<file path="src/rtl/h264_mem_arbiter.sv">
// ----------------------------------------------------------------------------
// h264_mem_arbiter
//
// Shares one external single-port memory between the fetch unit (single-word
// reads) and the bitstream packer (word writes). Each transaction is sequenced
// by a small FSM; simultaneous requests are resolved round-robin. Only one
// memory transaction is ever outstanding.
//
// Build option:
//   H264_ARB_WBUF_EN  defined   -> WBUF_DEPTH-entry posted-write FIFO in front
//                                  of the arbiter. The packer sees ready while
//                                  space exists; a full FIFO forces write
//                                  priority.
//                     undefined -> packer is stalled until its own write is
//                                  acked by memory (pk_wready_o = ack).
//
// Ports:
//   clk, rst                      clock, asynchronous active-low reset
//   fetch_req_i/addr_i            read request, held until fetch_gnt_o
//   fetch_gnt_o                   pulse when memory accepts the read
//   fetch_rvalid_o/rdata_o        registered read-data return (1-cycle pulse)
//   pk_wreq_i/waddr_i/wdata_i     write request, held until accepted
//   pk_wready_o                   write accepted when pk_wreq_i & pk_wready_o
//   mem_req_o/we_o/addr_o/wdata_o registered memory request, held until ack
//   mem_ack_i                     memory accepts the current request
//   mem_rvalid_i/rdata_i          memory read-data return
//   busy_o                        FSM not idle, or write FIFO non-empty
// ----------------------------------------------------------------------------
module h264_mem_arbiter #(
    parameter int ADDR_W     = 32,
    parameter int DATA_W     = 32,
    parameter int WBUF_DEPTH = 4
) (
    input  logic              clk,
    input  logic              rst,
    input  logic              fetch_req_i,
    input  logic [ADDR_W-1:0] fetch_addr_i,
    output logic              fetch_gnt_o,
    output logic              fetch_rvalid_o,
    output logic [DATA_W-1:0] fetch_rdata_o,
    input  logic              pk_wreq_i,
    input  logic [ADDR_W-1:0] pk_waddr_i,
    input  logic [DATA_W-1:0] pk_wdata_i,
    output logic              pk_wready_o,
    output logic              mem_req_o,
    output logic              mem_we_o,
    output logic [ADDR_W-1:0] mem_addr_o,
    output logic [DATA_W-1:0] mem_wdata_o,
    input  logic              mem_ack_i,
    input  logic              mem_rvalid_i,
    input  logic [DATA_W-1:0] mem_rdata_i,
    output logic              busy_o
);

    if (WBUF_DEPTH < 2 || (WBUF_DEPTH & (WBUF_DEPTH - 1)) != 0) begin : g_bad_depth
        $error("h264_mem_arbiter: WBUF_DEPTH must be a power of 2 and >= 2");
    end

    typedef enum logic [2:0] {
        S_IDLE,
        S_RD_ISSUE,
        S_RD_WAIT,
        S_RD_RET,
        S_WR_ISSUE
    } state_t;

    state_t            r_state;
    logic              r_last_gnt_wr;   // 1: last grant went to the write side
    logic              r_mem_req;
    logic              r_mem_we;
    logic [ADDR_W-1:0] r_mem_addr;
    logic [DATA_W-1:0] r_mem_wdata;
    logic [DATA_W-1:0] r_fetch_rdata;
    logic              r_fetch_rvalid;

    // Write source seen by the arbiter (FIFO head or the packer directly)
    logic              w_wsrc_valid;
    logic [ADDR_W-1:0] w_wsrc_addr;
    logic [DATA_W-1:0] w_wsrc_data;
    logic              w_wbuf_full;
    logic              w_wbuf_busy;
    logic              w_wr_ack;
    logic              w_rd_win;
    logic              w_wr_win;

    assign w_wr_ack = (r_state == S_WR_ISSUE) & mem_ack_i;

`ifdef H264_ARB_WBUF_EN
    localparam int PTR_W = $clog2(WBUF_DEPTH);

    logic [ADDR_W-1:0] r_wbuf_addr [WBUF_DEPTH];
    logic [DATA_W-1:0] r_wbuf_data [WBUF_DEPTH];
    logic [PTR_W-1:0]  r_wr_ptr;
    logic [PTR_W-1:0]  r_rd_ptr;
    logic [PTR_W:0]    r_count;
    logic              w_push;
    logic              w_pop;

    // Depth is a power of two, so the count MSB alone marks "full"
    assign w_wbuf_full  = r_count[PTR_W];
    assign pk_wready_o  = ~w_wbuf_full;
    assign w_push       = pk_wreq_i & ~w_wbuf_full;
    assign w_pop        = w_wr_ack;
    assign w_wsrc_valid = (r_count != '0);
    assign w_wsrc_addr  = r_wbuf_addr[r_rd_ptr];
    assign w_wsrc_data  = r_wbuf_data[r_rd_ptr];
    assign w_wbuf_busy  = w_wsrc_valid;

    // Storage needs no reset: entries are only read when counted valid
    always_ff @(posedge clk) begin
        if (w_push) begin
            r_wbuf_addr[r_wr_ptr] <= pk_waddr_i;
            r_wbuf_data[r_wr_ptr] <= pk_wdata_i;
        end
    end

    always_ff @(posedge clk or negedge rst) begin
        if (!rst) begin
            r_wr_ptr <= '0;
            r_rd_ptr <= '0;
            r_count  <= '0;
        end else begin
            if (w_push) r_wr_ptr <= r_wr_ptr + 1'b1;
            if (w_pop)  r_rd_ptr <= r_rd_ptr + 1'b1;
            case ({w_push, w_pop})
                2'b10:   r_count <= r_count + 1'b1;
                2'b01:   r_count <= r_count - 1'b1;
                default: r_count <= r_count;
            endcase
        end
    end
`else
    assign w_wbuf_full  = 1'b0;
    assign w_wbuf_busy  = 1'b0;
    assign w_wsrc_valid = pk_wreq_i;
    assign w_wsrc_addr  = pk_waddr_i;
    assign w_wsrc_data  = pk_wdata_i;
    // The packer's own transfer completes in the memory ack cycle
    assign pk_wready_o  = w_wr_ack;
`endif

    // Round-robin: on contention the side not granted last wins, except that
    // a full write FIFO always takes the port.
    assign w_rd_win = fetch_req_i &
                      (~w_wsrc_valid | (~w_wbuf_full & r_last_gnt_wr));
    assign w_wr_win = w_wsrc_valid & ~w_rd_win;

    always_ff @(posedge clk or negedge rst) begin
        if (!rst) begin
            r_state        <= S_IDLE;
            r_last_gnt_wr  <= 1'b1;
            r_mem_req      <= 1'b0;
            r_mem_we       <= 1'b0;
            r_mem_addr     <= '0;
            r_mem_wdata    <= '0;
            r_fetch_rdata  <= '0;
            r_fetch_rvalid <= 1'b0;
        end else begin
            case (r_state)
                S_IDLE: begin
                    if (w_rd_win) begin
                        r_mem_addr    <= fetch_addr_i;
                        r_mem_we      <= 1'b0;
                        r_mem_req     <= 1'b1;
                        r_last_gnt_wr <= 1'b0;
                        r_state       <= S_RD_ISSUE;
                    end else if (w_wr_win) begin
                        r_mem_addr    <= w_wsrc_addr;
                        r_mem_wdata   <= w_wsrc_data;
                        r_mem_we      <= 1'b1;
                        r_mem_req     <= 1'b1;
                        r_last_gnt_wr <= 1'b1;
                        r_state       <= S_WR_ISSUE;
                    end
                end
                S_RD_ISSUE: begin
                    if (mem_ack_i) begin
                        r_mem_req <= 1'b0;
                        r_state   <= S_RD_WAIT;
                    end
                end
                S_RD_WAIT: begin
                    if (mem_rvalid_i) begin
                        r_fetch_rdata  <= mem_rdata_i;
                        r_fetch_rvalid <= 1'b1;
                        r_state        <= S_RD_RET;
                    end
                end
                S_RD_RET: begin
                    r_fetch_rvalid <= 1'b0;
                    r_state        <= S_IDLE;
                end
                S_WR_ISSUE: begin
                    if (mem_ack_i) begin
                        r_mem_req <= 1'b0;
                        r_mem_we  <= 1'b0;
                        r_state   <= S_IDLE;
                    end
                end
                default: r_state <= S_IDLE;
            endcase
        end
    end

    assign fetch_gnt_o    = (r_state == S_RD_ISSUE) & mem_ack_i;
    assign fetch_rvalid_o = r_fetch_rvalid;
    assign fetch_rdata_o  = r_fetch_rdata;
    assign mem_req_o      = r_mem_req;
    assign mem_we_o       = r_mem_we;
    assign mem_addr_o     = r_mem_addr;
    assign mem_wdata_o    = r_mem_wdata;
    assign busy_o         = (r_state != S_IDLE) | w_wbuf_busy;

endmodule

</file>
<file path="config.mk">
export PLATFORM = sky130hd
export DESIGN_NAME = h264_mem_arbiter
export DESIGN_NICKNAME = d
export VERILOG_FILES = /design/src/rtl/h264_mem_arbiter.sv
export SDC_FILE = /design/constraint.sdc
export NUM_CORES = 1
export LEC_CHECK = 0
export ABC_CLOCK_PERIOD_IN_PS = 3600
export CORE_MARGIN = 2
export CORE_UTILIZATION = 40
export CTS_CLUSTER_SIZE = 20
export DETAILED_ROUTE_END_ITERATION = 8
export DONT_BUFFER_PORTS = 1
export GPL_TIMING_DRIVEN = 0
export HOLD_SLACK_MARGIN = 0.08
export PLACE_DENSITY = 0.56
export SETUP_SLACK_MARGIN = 0.05
export SYNTH_ARGS = -nofsm -noshare
export SYNTH_HDL_FRONTEND = slang
export SYNTH_SLANG_ARGS = --single-unit
</file>
<file path="constraint.sdc">
create_clock -name clk -period 3.6 [get_ports clk]
set_input_delay 0.36 -clock clk [delete_from_list [all_inputs] [get_ports clk]]
set_output_delay 0.36 -clock clk [all_outputs]
set_load 0.1 [all_outputs]
</file>
* Yosys cells after proc, flatten, opt, wreduce, memory -nomap -nowiden
Cells that the tools add are included.
Operators by class: multiplexer cells 16, bitwise logic cells 7, eq/ne operators 9, reduce and logical (&&, ||, !) cells 14
Operator list (count):
- $mux 32 | 2
- $mux 3 | 5
- $pmux 3 s4 | 1
- $reduce_and 3->1 | 3
- $reduce_bool 2->1 | 4
- $eq 3x2->1 const B | 2
- $ne 2x2->1 const B | 3
- $pmux 1 s2 | 3
- $reduce_and 2->1 | 3
- $mux 1 | 5
- $and 1x1->1 | 4
- $reduce_and 4->1 | 1
- $eq 3x1->1 const B | 1
- $eq 3x3->1 const B | 1
- $logic_not 3->1 | 1
- $ne 3x3->1 const B | 1
- $reduce_bool 3->1 | 1
- $ne 2x1->1 const B | 1
- $not 1->1 | 2
- $reduce_or 2->1 | 1
- $or 1x1->1 | 1
Storage, ports and cells: output and inout port bits 102, input bits 134, bits in registers 103

* Logic depth before layout (Yosys ltp)
Gate-level depths: netlist of run 1.
depth after elaboration 8, gate-level depth with buffers 6, gate-level depth less buffers 3

* Least setup slack after synthesis of run 1
No wires, ideal clock.
path type reg2out, start reg r_state[1], end out pk_wready_o, setup slack 0.327 ns, data arrival time 2.913 ns, buffers on the path 1, cell stages (with the launch flop) 4, required time 3.240 ns, cell sequence dfrtp_1 > buf_2 > nor2b_1 > nor3b_1
On the way: word-level cells in the longest chain between the ends 2
RTL lines:
- start, declared | line 67 | state_t r_state;
- start signal, assigned | line 150 | r_state <= S_IDLE;
- start signal, assigned | line 166 | r_state <= S_RD_ISSUE;
- start signal, assigned | line 173 | r_state <= S_WR_ISSUE;
- $eq 3x3->1 | line 86 | assign w_wr_ack = (r_state == S_WR_ISSUE) & mem_ack_i;
- $and 1x1->1 | line 86
- end, declared | line 44 | output logic pk_wready_o,
Every way passes these cells.

* Final worst setup path of run 1
start reg r_state[1], end out fetch_gnt_o
On the way: word-level cells in the longest chain between the ends 2
RTL lines:
- $eq 3x1->1 | line 205 | assign fetch_gnt_o = (r_state == S_RD_ISSUE) & mem_ack_i;
- $and 1x1->1 | line 205
- end, declared | line 38 | output logic fetch_gnt_o,
Every way passes these cells.

==> results.toml, run 1 <==
[timing]
period_share = 0.6501
relSlewSlack = 0.3366
drv_slew = 0
skew_ns = 0.01359
hold_viol = 0
clock.fmax_mhz = 427.3
tightestPinTransition_ns = 0.9986
period_needed_ns = 2.340
finalSetupTns_ns = 0
setup_violations = 0
rsz0062_at_grt = "false"

[route]
first_pass_iters = 4
drt_iter0_markers = 139
antenna_left = 0
via_per_inst = 5.727
drc = 0
wl_mm = 9.437
vias = 2520
wire_per_inst_um = 21.45

[yosys]
syn_nets = 418
yosysWarnings = 0
synthCells = 284
synth_area_um2 = 4250
seq_area_frac_synth = 0.6067
ys_ff_latch = 103
synthDistinctLibCells = 29
avgSynthCellArea_um2 = 14.97

[hold_path]
min_path_cells = 1
min_from = "mem_rdata_i[25]"
whs_endpoint = "fetch_rdata_o[25]"
hold_class = "input port to register"

[setup_path]
rrSetupSlack_ns = 1.77
cp_cell_sequence = "buf_2 -> nor2b_1 -> and3_1"
r2r_start = "r_state[2]"
worst_ep_arrival_time_ns = 1.98
reg2reg_depth = 5
r2r-end = "mem_addr_o[21]"
slowest_delay_ns = 0.86
path_buf_inv = 1
worstPathMaxFanout = 10
crit_family = "simple AND/OR/NAND/NOR gates"
worst_path_max_delay_cell = "and3_1"
start_kind = "register"
cp.required_ns = 3.24
cp-end-kind = "primary output"
crit_type = "register to primary output"

[die]
io_pins = 236
core_area_um2 = 10320
rows = 37
die-height_um = 107.1
initial_core_util = 0.4117
die_w_um = 107.1
dieArea_um2 = 11470

[global_route]
grt_pass1_wl_mm = 14.21
grt-ovfl-total = 0
grt_usage = 0.1600
grt_max_degree = 104
antenna_found_initial = 1
grt_pass1_vias = 2711

[clock_tree]
post_cts_buffers = 0
cts_resized = 0
cts_buffers = 9
cts.path.max_buffers = 2
htreeDepth = 3
clk_pin_slew_ns = 0.11
cts_tree = "done"
root_buffer = "clkbuf_8"
cts.sinks = 103
insertion_delay_ns = 0.35

[placed_design]
port_buffers = 0
gp_congestion = 0.7015
dp_hpwl_mm = 6.955

[layout]
final_nets = 433
layout_common_cells = "102 x dfrtp_1, 64 x mux2_2, 32 x o21bai_1"
synthToLayoutAreaGrowth_pct = 10.36
layout-drive-gt1-share = 0.4243
antennaDiodeCount = 0
layout_commonest_cell = "dfrtp_1"

[run]
drv_cap = 0

[outcome]
outcome = "finished, final reports clean"
cells in the mapped netlist:
library cell / instances / area, um2
nor3b_1: 1 / 7.510
buf_2: 7 / 35.03
buf_4: 3 / 22.52
nor3_2: 1 / 10.01
or3_4: 1 / 11.26
o41ai_1: 2 / 17.52
nor2b_1: 2 / 12.51
mux2_2: 64 / 720.7
mux2i_1: 1 / 10.01
dfrtp_1: 102 / 2552
nand4_1: 1 / 6.260
clkbuf_1: 5 / 18.77
xor2_1: 1 / 8.760
o2111ai_1: 1 / 8.760
nand2_1: 4 / 15.01
o221a_1: 6 / 67.56
nand3b_1: 1 / 7.510
o21ai_0: 1 / 5.000
nand3_1: 1 / 5.000
o221a_2: 26 / 292.8
nor2_1: 5 / 18.77
dfstp_2: 1 / 26.28
buf_6: 8 / 90.09
a2bb2oi_1: 1 / 8.760
a31oi_1: 2 / 12.51
and3_1: 1 / 6.260
o21bai_1: 32 / 240.2
nor3_1: 1 / 5.000
inv_1: 2 / 7.510
per-layer routing:
layer | track usage | routed length (um) | vias to the layer above
li1 | - | - | 1090
met1 | 0.1759 | 3495 | 1253
met2 | 0.2676 | 4627 | 160
met3 | 0.08207 | 1167 | 15
met4 | 0.05195 | 130 | 2
met5 | 0 | 16 | -
metrics by stage:
stage	area, um2	setup WS (ns)	cells	utilization	hold WS (ns)
after global routing	4691	1.169	440	0.4544	0.09753
after detailed placement	4453	1.652	421	0.4313	0.06693
after floorplan	4250	0.3274	284	-	0.06441
after CTS	4691	1.234	440	0.4544	0.1117
final	4691	1.260	440	0.4544	0.1418
after global placement	4420	0.1717	420	0.4282	0.06710
worst max path at each step:
stage / startpoint / endpoint / depth (start not counted)
floorplan: r_state[1] / pk_wready_o / 3
global placement: r_state[1] / pk_wready_o / 3
detailed placement: r_state[1] / fetch_gnt_o / 3
CTS: r_state[1] / fetch_gnt_o / 3
global route: r_state[2] / fetch_gnt_o / 3
finish: r_state[1] / fetch_gnt_o / 3
what timing repair did:
item / 4_1_cts / 5_1_grt
setup endpoints to repair: 0 / 0
endpoints found under the hold margin: 104 / 0
hold buffers: 3 / 0
registers in the layout, indices dropped and copies added, names as in the netlist:
register        flops
mem_we_o            1
mem_req_o           1
fetch_rvalid_o      1
r_state             3
fetch_rdata_o      32
mem_addr_o         32
mem_wdata_o        32
r_last_gnt_wr       1
logic make-up (layout without fill, tap and decap cells):
logic type	count (synthesis)	in the layout	share of synthesized area
simple gates	19	19	0.02473
flops	103	103	0.6067
xor+xnor	1	1	0.002061
buf+inv	25	45	0.04092
mux	65	65	0.1719
compound gates	71	71	0.1537
worst reg2reg max path, delay by kind of cell (launching register included):
| kind | cells | cell delay [ns] |
|---|---|---|
| buf+inv | 3 | 0.67 |
| compound gates | 2 | 0.65 |
| flops | 1 | 0.39 |
layout make-up:
class,instances,area (um2)
Inverter,2,7.507
Buffer,23,166.4
Clock buffer,10,127.6
Fill cell,960,5633
Clock inverter,6,62.56
Multi-Input combinational cell,156,1503
Timing Repair Buffer,4,75.07
Tap cell,136,170.2
Sequential cell,103,2579
Power of run 1 is left out: the tool's default activity adds up to more than one toggle a clock period on the data nets, which glitch-free logic cannot reach.
==> inputs of run 2 (changes only) <==
--- a/config.mk
+++ b/config.mk
@@ -5,7 +5,7 @@
 export SDC_FILE = /design/constraint.sdc
 export NUM_CORES = 1
 export LEC_CHECK = 0
-export ABC_CLOCK_PERIOD_IN_PS = 3600
+export ABC_CLOCK_PERIOD_IN_PS = 2100
 export CORE_MARGIN = 2
 export CORE_UTILIZATION = 40
 export CTS_CLUSTER_SIZE = 20
@@ -13,7 +13,7 @@
 export DONT_BUFFER_PORTS = 1
 export GPL_TIMING_DRIVEN = 0
 export HOLD_SLACK_MARGIN = 0.08
-export PLACE_DENSITY = 0.56
+export PLACE_DENSITY = 0.58
 export SETUP_SLACK_MARGIN = 0.05
 export SYNTH_ARGS = -nofsm -noshare
 export SYNTH_HDL_FRONTEND = slang
==> constraint.sdc (replaced) <==
create_clock -name clk -period 2.1 [get_ports clk]
set_input_delay 0.21 -clock clk [delete_from_list [all_inputs] [get_ports clk]]
set_output_delay 0.21 -clock clk [all_outputs]
set_load 0.1 [all_outputs]
==> run 2 against run 1 <==
Effect of this change:
- the run now fails in 4_1_cts
- synthesized cell count unchanged
- area after synthesis unchanged
==> results.toml, run 2 <==
[yosys]
synth_flop_cell = "dfrtp_1"
synthCells = 284
synth_top_area_cell = "dfrtp_1"
synth_top_area_share = 0.6005
seq_area_frac_synth = 0.6067
ys_ff_latch = 103
synth_edf_count = 0
synthTopCellsByArea = "dfrtp_1 60%, mux2_2 17%, o221a_2 6.9%, o21bai_1 5.7%, buf_6 2.1%"
synthDistinctLibCells = 29
syn_nets = 418
async_reset_ff_frac = 1.000
avgSynthCellArea_um2 = 14.97
yosysMostFrequentCell = "dfrtp_1"
yosysWarnings = 0
synth_area_um2 = 4250
synthTopCellsByCount = "102 x dfrtp_1, 64 x mux2_2, 32 x o21bai_1"

[clock_tree]
cts.path.max_buffers = 2
htreeDepth = 3
post_cts_buffers = 0
root_buffer = "clkbuf_8"
cts_buffers = 9
holdBufCountCts = 101
cts_resized = 5
cts.sinks = 103

[die]
die_w_um = 107.1
rows = 37
die-height_um = 107.1
initial_core_util = 0.4117
io_pins = 236

[placed_design]
gp_congestion = 0.7200
dp_hpwl_mm = 7.181
port_buffers = 0

[outcome]
outcome = "aborted with a tool error"
stop_error = "[ERROR RSZ-0060] Max buffer count reached."
stop_stage = "4_1_cts"
==> run 2: stage by stage <==
stage / hold slack [ns] / cell area (um2) / worst slack [ns] / util / std cells
floorplan: -0.08559 / 4262 / 0.3298 / - / 284
global placement: -0.08298 / 4432 / 0.2208 / 0.4293 / 420
detailed placement: -0.08340 / 4432 / 0.2182 / 0.4293 / 420
==> run 2: cell families after synthesis <==
group	share of synthesized area
AOI/OAI and AO/OA	0.1537
xor gates and xnor gates	0.002061
and+or+nand+nor	0.02473
buffers and inverters	0.04092
muxes	0.1719
DFF	0.6067
==> inputs of run 3 (changes only) <==
==> config.mk (replaced) <==
export PLATFORM = sky130hd
export DESIGN_NAME = h264_mem_arbiter
export DESIGN_NICKNAME = d
export VERILOG_FILES = /design/src/rtl/h264_mem_arbiter.sv
export SDC_FILE = /design/constraint.sdc
export NUM_CORES = 1
export LEC_CHECK = 0
export ABC_CLOCK_PERIOD_IN_PS = 2700
export CORE_MARGIN = 2
export CORE_UTILIZATION = 25
export DETAILED_ROUTE_END_ITERATION = 8
export DONT_BUFFER_PORTS = 1
export GPL_TIMING_DRIVEN = 0
export PLACE_DENSITY_LB_ADDON = 0.15
export SYNTH_ARGS = -nofsm -noshare
export SYNTH_HDL_FRONTEND = slang
export SYNTH_SLANG_ARGS = --single-unit
==> constraint.sdc (replaced) <==
create_clock -name clk -period 2.7 [get_ports clk]
set_input_delay 0.27 -clock clk [delete_from_list [all_inputs] [get_ports clk]]
set_output_delay 0.27 -clock clk [all_outputs]
set_load 0.1 [all_outputs]
==> run 3 against run 2 <==
Effect of this change:
- the flow now finishes without violations
==> results.toml, run 3 (synthesis results as in run 1) <==
[outcome]
outcome = "finished, final reports clean"

[timing]
rsz0062_at_grt = "false"
skew_ns = 0.006933
drv_slew = 0
period_needed_ns = 2.346
clock.fmax_mhz = 426.2
finalSetupTns_ns = 0
relSlewSlack = 0.2827
hold_viol = 0
setup_violations = 0
tightestPinTransition_ns = 1.075
period_share = 0.8690

[die]
io_pins = 236
die-height_um = 134.4
initial_core_util = 0.2563
die_w_um = 134.4
dieArea_um2 = 18060
core_area_um2 = 16580
rows = 47

[route]
via_per_inst = 4.748
antenna_left = 0
drc = 0
wl_mm = 10.71
wire_per_inst_um = 20.47
drt_iter0_markers = 82
first_pass_iters = 4
vias = 2483

[clock_tree]
cts.sinks = 103
post_cts_buffers = 0
cts_buffers = 9
cts.path.max_buffers = 2
insertion_delay_ns = 0.35
clk_pin_slew_ns = 0.07
cts_tree = "done"
root_buffer = "clkbuf_16"
htreeDepth = 3

[setup_path]
cp.required_ns = 2.43
crit_family = "simple AND/OR/NAND/NOR gates"
cp-end-kind = "primary output"
worst_ep_arrival_time_ns = 2.08
path_buf_inv = 1
start_kind = "register"
crit_type = "register to primary output"
worstPathMaxFanout = 10
slowest_delay_ns = 0.94
cp_cell_sequence = "buf_2 -> nor2b_1 -> nor3b_4"
worst_path_max_delay_cell = "nor3b_4"

[global_route]
grt_pass1_vias = 2781
grt_pass1_wl_mm = 16.25
grt-ovfl-total = 0
grt_max_degree = 104
grt_usage = 0.1192
antenna_found_initial = 0

[layout]
layout_common_cells = "102 x dfrtp_1, 64 x mux2_2, 32 x o21bai_1"
final_nets = 432
layout-drive-gt1-share = 0.4224
antennaDiodeCount = 0
layout_commonest_cell = "dfrtp_1"
synthToLayoutAreaGrowth_pct = 15.10
fillers = 1714

[run]
drv_cap = 0

[hold_path]
hold_class = "input port to register"

[placed_design]
port_buffers = 0
dp_hpwl_mm = 7.813
gp_congestion = 0.7335
run 3: worst reg2reg max path, stage by stage, from the launching register on:
cell and delay, ns:
dfrtp_1 0.37, buf_6 0.13, inv_1 0.24, o2111ai_1 0.35, clkbuf_1 0.37, o221a_2 0.33
run 3: path summary, 6_finish.rpt:
check / startpoint / end / slack, ns / cells past startpoint
setup / recovery: r_state[1] / pk_wready_o / 0.35 / 3
hold / removal: mem_rdata_i[5] / fetch_rdata_o[5] / 0.06 / 1
setup reg to reg: r_state[2] / mem_addr_o[23] / 0.79 / 5
hold reg to reg: r_last_gnt_wr / r_last_gnt_wr / 0.50 / 2
max in group asynchronous: rst / r_last_gnt_wr / 1.78 / 2
min in group asynchronous: rst / mem_wdata_o[18] / 0.51 / 2
run 3: timing repair:
action / 4_1_cts / 5_1_grt
hold buffers: 3 / 0
setup endpoints to repair: 0 / 0
resized for setup: 0 / 0
hold endpoints to repair: 104 / 0
run 3: metrics by stage:
step / std cells / setup slack [ns] / hold slack (ns) / instance area [um2] / utilization
CTS: 523 / 0.3146 / 0.04324 / 4892 / 0.2950
floorplan: 284 / 0.5169 / -0.02559 / 4255 / -
global route: 523 / 0.2647 / 0.03805 / 4892 / 0.2950
finish: 523 / 0.3537 / 0.06483 / 4892 / 0.2950
detailed placement: 504 / 0.7191 / -0.02283 / 4537 / 0.2736
global placement: 504 / 0.3612 / -0.02290 / 4531 / 0.2732
run 3: area by class of cell:
| type | instances | area (um2) | share of cell area |
|---|---|---|---|
| Sequential cell | 103 | 2579 | 0.5271 |
| Multi-Input combinational cell | 156 | 1509 | 0.3084 |
| Tap cell | 220 | 275.3 | 0.05627 |
| Clock buffer | 11 | 242.7 | 0.04962 |
| Buffer | 23 | 166.4 | 0.03402 |
| Clock inverter | 5 | 65.06 | 0.01330 |
| Timing Repair Buffer | 3 | 47.55 | 0.009719 |
| Inverter | 2 | 7.507 | 0.001535 |
run 3: layer usage:
metal,vias up,global-route usage,share of wire
met5,-,0,0
met4,0,0.03333,0.010
met3,8,0.07634,0.14
met2,165,0.1930,0.47
met1,1222,0.1292,0.38
li1,1088,-,-
Power of run 3 is left out for the same reason.
